[src/rtl/fetch_stage.sv]
// Instruction-fetch stage feeding the IF/ID latch: owns the PC, issues imem reads,
// and hands instructions downstream while absorbing stalls, redirects and halt.
module fetch_stage #(
    parameter logic [31:0] PC_INIT    = 32'h0000_0000,
    parameter logic [31:0] HALT_INSTR = 32'hFFFF_FFFF
) (
    input  logic        CLK,
    input  logic        RST,
    input  logic        ihit,
    input  logic [31:0] imemload,
    output logic        iren,
    output logic [31:0] imemaddr,
    input  logic        stall,
    input  logic        redirect,
    input  logic [31:0] redirect_pc,
    output logic [31:0] instr_out,
    output logic [31:0] pc_plus_4,
    output logic        instr_valid,
    output logic        flush_out,
    output logic        halt,
    output logic [1:0]  dbg_state
);

    typedef enum logic [1:0] {
        S_FETCH  = 2'd0,
        S_HOLD   = 2'd1,
        S_DROP   = 2'd2,
        S_HALTED = 2'd3
    } state_t;

    state_t      r_state;
    logic [31:0] r_pc;
    logic [31:0] r_buffer;
    logic [31:0] r_pending;
    logic        r_halt;

    state_t      w_state_n;
    logic [31:0] w_pc_n;
    logic [31:0] w_buffer_n;
    logic [31:0] w_pending_n;
    logic        w_halt_n;
    logic [31:0] w_pc_inc;

    assign w_pc_inc  = r_pc + 32'd4;
    assign imemaddr  = r_pc;
    assign pc_plus_4 = w_pc_inc;
    assign halt      = r_halt;
    assign dbg_state = r_state;

    always_ff @(posedge CLK) begin
        if (RST) begin
            r_state   <= S_FETCH;
            r_pc      <= PC_INIT;
            r_buffer  <= 32'd0;
            r_pending <= 32'd0;
            r_halt    <= 1'b0;
        end else begin
            r_state   <= w_state_n;
            r_pc      <= w_pc_n;
            r_buffer  <= w_buffer_n;
            r_pending <= w_pending_n;
            r_halt    <= w_halt_n;
        end
    end

    always_comb begin
        w_state_n   = r_state;
        w_pc_n      = r_pc;
        w_buffer_n  = r_buffer;
        w_pending_n = r_pending;
        w_halt_n    = r_halt;
        iren        = 1'b0;
        instr_out   = 32'd0;
        instr_valid = 1'b0;
        flush_out   = 1'b0;
        case (r_state)
            S_FETCH: begin
                iren      = 1'b1;
                instr_out = imemload;
                flush_out = redirect;
                if (redirect) begin
                    // Without ihit the read is still in flight at the old PC; park the target.
                    if (ihit) begin
                        w_pc_n = redirect_pc;
                    end else begin
                        w_pending_n = redirect_pc;
                        w_state_n   = S_DROP;
                    end
                end else if (ihit) begin
                    if (!stall) begin
                        instr_valid = 1'b1;
                        w_pc_n      = w_pc_inc;
                        if (imemload == HALT_INSTR) begin
                            w_state_n = S_HALTED;
                            w_halt_n  = 1'b1;
                        end
                    end else begin
                        w_buffer_n = imemload;
                        w_state_n  = S_HOLD;
                    end
                end
            end
            S_HOLD: begin
                instr_out = r_buffer;
                flush_out = redirect;
                if (redirect) begin
                    w_pc_n    = redirect_pc;
                    w_state_n = S_FETCH;
                end else if (!stall) begin
                    instr_valid = 1'b1;
                    w_pc_n      = w_pc_inc;
                    if (r_buffer == HALT_INSTR) begin
                        w_state_n = S_HALTED;
                        w_halt_n  = 1'b1;
                    end else begin
                        w_state_n = S_FETCH;
                    end
                end
            end
            S_DROP: begin
                iren      = 1'b1;
                flush_out = redirect;
                if (redirect) begin
                    w_pending_n = redirect_pc;
                end
                if (ihit) begin
                    w_pc_n    = redirect ? redirect_pc : r_pending;
                    w_state_n = S_FETCH;
                end
            end
            default: begin
            end
        endcase
    end

endmodule

[config.mk]
export PLATFORM = sky130hd
export DESIGN_NAME = fetch_stage
export DESIGN_NICKNAME = d
export VERILOG_FILES = /design/src/rtl/fetch_stage.sv
export SDC_FILE = /design/constraint.sdc
export NUM_CORES = 1
export LEC_CHECK = 0
export BUFFER_PORTS_ARGS = -buffer_cell sky130_fd_sc_hd__buf_2
export CELL_PAD_IN_SITES_DETAIL_PLACEMENT = 1
export CELL_PAD_IN_SITES_GLOBAL_PLACEMENT = 1
export CORE_MARGIN = 2
export CORE_UTILIZATION = 40
export DETAILED_ROUTE_END_ITERATION = 10
export GPL_ROUTABILITY_DRIVEN = 0
export GPL_TIMING_DRIVEN = 0
export PLACE_DENSITY_LB_ADDON = 0.1
export SETUP_SLACK_MARGIN = 0.4
export SYNTH_ARGS = -nofsm -noshare
export SYNTH_HDL_FRONTEND = slang
export SYNTH_SLANG_ARGS = --single-unit
[constraint.sdc]
create_clock -name CLK -period 3.19 [get_ports CLK]
set_clock_uncertainty 0.05 [all_clocks]
set_input_delay 0.7975 -clock CLK [delete_from_list [all_inputs] [get_ports CLK]]
set_output_delay 0.7975 -clock CLK [all_outputs]
set_load 0.005 [all_outputs]
==> metrics.yaml <==
cts_hold_buf: 0
critPathMaxStageDelay_ns: 0.40
switching_share_pct: 38.3
final_util_pct: 56.1
critPathArrivalTime_ns: 2.07
die_h_um: 122
cp-end-kind: "output pin"
grt-ovfl-total: 0
layout_commonest_cell: "buf_2"
n_antenna_cell: 0
worst_path_max_delay_cell: "dfxtp_2"
grt_pass1_vias: 7057
avgSynthCellArea_um2: 7.42
fin_crit_sh_pct: 91.6
p_clk_share_pct: 27.9
seq_area_frac_synth_pct: 35.3
syn_nets: 830
grt.total_usage_pct: 32.3
cp_top_family: "simple AND/OR/NAND/NOR gates"
yosys_warnings: 0
drc: 0
max_slew_margin_pct: 46.2
clock-sinks: 99
worst_slew_pin_slew_ns: 0.799
path_class: "reg2out"
insertion_delay_ns: 0.35
place_ws_ns: -0.402
finalCriticalPeriod_ns: 2.92
synth_edf_count: 0
drive_gt1_share_pct: 32.3
initial_utilization_pct: 40.7
fmax_ghz: 0.342
syn_area_mm2: 0.00561
synth_cell_types: 61
wire_per_inst_um: 21.8
wl_mm: 25.3
htreeDepth: 3
port_buffers: 169
tns_ns: 0
hold_viol: 0
clk_pin_slew_ns: 0.07
std_cell_rows: 43
drtAntennaViolNets: 0
power_density_mw_per_mm2: 661
hold_slack_ns: 0.403
required_ns: 2.34
ctsRootBufferMaster: "clkbuf_16"
drt_iter0_drc: 466
synth-seq-cells: 99
async_flop_share_pct: 0
p_int_mw: 3.15
postSynthCellCount: 756
path_max_fanout: 5
crit_buf_inv: 3
clock_path_buffers: 2
die_area_mm2: 0.0150
hpwl_mm: 17.3
viasPerCell: 6.02
cts_tree: "yes"
final_cell_mix: "buf_2, nand2_1, a21oi_1, dfxtp_1, buf_4"
ioPinCount: 171
slew_violations: 0
ir_worst_vdd_uv: 334
design.core.area_mm2: 0.0138
status: "complete, no violations"
antenna_found_initial: 0
power_leakage_nw: 3.34
syn2layout_area_growth_pct: 37.6
die-width_um: 122
net-switching-power_mw: 1.96
firstDrtPassIters: 5
layout_setup_ws_ns: 0.269
rsz0062_at_grt: "true"
grt_max_degree: 16
setup_violations: 0
fin_cells: 1161
cp-start-kind: "register"
fin_nets: 1051
dp_cells: 1105
seqPwrFrac_pct: 32.0
pwr-share-comb_pct: 40.1
drv_cap: 0
min_path_type: "reg2reg"
path_cells: "nand4_4 -> nor4_4 -> buf_4 -> buf_6 -> nand4_1 -> xnor2_1 -> buf_2"
via_count: 6995
grt_pass1_wl_mm: 37.3
synth-main-ff-cell: "dfxtp_1"
cts_buffers: 9
metrics by stage:
stage,cell area (µm²),power [mW]
after global placement,6680,3.39
after CTS,7450,4.99
final,7720,5.10
after floorplan,5610,2.64
after detailed placement,6680,3.47
after global routing,7720,5.33
power groups by stage:
stage	logic, mW	clock network, mW	registers (mW)
global route	2.21	1.47	1.65
floorplan	1.06	0	1.58
detailed placement	1.85	0	1.62
finish	2.05	1.42	1.63
global placement	1.78	0	1.61
CTS	1.95	1.42	1.62
state kept, by name, indices dropped and copies added (netlist names):
name	cells
imemaddr	32
r_buffer	32
r_pending	32
dbg_state	2
halt	1
synthesized netlist by cell type (3+ instances only):
| library cell | n | area, µm² |
|---|---|---|
| a211oi_1 | 7 | 52.6 |
| a21oi_1 | 107 | 536 |
| a221oi_1 | 4 | 35.0 |
| a22o_1 | 31 | 272 |
| a31oi_1 | 5 | 31.3 |
| and2_1 | 3 | 18.8 |
| and3_1 | 13 | 81.3 |
| and4_1 | 5 | 43.8 |
| buf_1 | 4 | 15.0 |
| buf_2 | 5 | 25.0 |
| clkbuf_1 | 55 | 206 |
| dfxtp_1 | 99 | 1980 |
| ha_1 | 5 | 62.6 |
| inv_1 | 16 | 60.1 |
| mux2i_1 | 3 | 30.0 |
| nand2_1 | 166 | 623 |
| nand2b_1 | 9 | 56.3 |
| nand3_1 | 20 | 100 |
| nand3b_1 | 4 | 30.0 |
| nand4_1 | 22 | 138 |
| nor2_1 | 34 | 128 |
| nor3_1 | 12 | 60.1 |
| nor4_1 | 7 | 43.8 |
| o211ai_1 | 6 | 45.0 |
| o21a_1 | 3 | 22.5 |
| o21ai_0 | 16 | 80.1 |
| o22ai_1 | 4 | 25.0 |
| o2bb2ai_1 | 4 | 35.0 |
| o31a_1 | 7 | 61.3 |
| o31ai_1 | 3 | 22.5 |
| o32ai_1 | 9 | 78.8 |
| or3_1 | 3 | 18.8 |
| or4_1 | 3 | 22.5 |
| xnor2_1 | 20 | 175 |
| xor2_1 | 8 | 70.1 |
routing by layer:
| metal | share of wire (%) | global-route usage (%) | vias up | wire length, µm |
|---|---|---|---|---|
| met1 | 39 | 36.7 | 3423 | 9890 |
| met4 | 3.7 | 16.8 | 0 | 940 |
| li1 | - | - | 3147 | - |
| met2 | 50 | 56.4 | 349 | 12700 |
| met3 | 7.3 | 6.97 | 76 | 1850 |
| met5 | 0 | 0 | - | 0 |
path summary, 6_finish.rpt:
check                                    from            end  slack [ns]  cells past startpoint
worst max-delay path              imemaddr[8]  pc_plus_4[28]        0.27                      7
worst min-delay path            r_pending[13]  r_pending[13]        0.40                      2
worst min register to register  r_pending[13]  r_pending[13]        0.40                      2
worst max register to register   dbg_state[0]   imemaddr[11]        0.48                      8
cell type report:
type	instances	area (µm²)
Fill cell	1785	6050
Multi-Input combinational cell	574	3510
Sequential cell	99	2030
Timing Repair Buffer	210	1170
Buffer	67	340
Clock buffer	10	229
Tap cell	180	225
Clock inverter	5	150
Inverter	16	60.1
worst reg2reg max path: stages (launching register included):
cell	delay (ns)
dfxtp_2	0.34
inv_1	0.08
ha_1	0.29
or2_2	0.16
clkbuf_1	0.47
clkbuf_1	0.63
nor3_1	0.14
a211oi_1	0.25
o32ai_1	0.15
timing repair:
action                     CTS  global route
pin swaps                   14            15
setup endpoints to repair   57            88
setup buffers               22            19
gates resized for setup     80            52
cells by family after synthesis:
group,Yosys count,share of synthesized area [%]
flip-flops,99,35.3
AND/OR/NAND/NOR,314,26.8
multiplexers,3,0.535
AO/OA/AOI/OAI,224,26.1
XOR/XNOR,28,4.37
adder cells (fa/ha/maj),5,1.11
buffers and inverters,83,5.82
No activity file was read; power rests on OpenSTA's default activity.
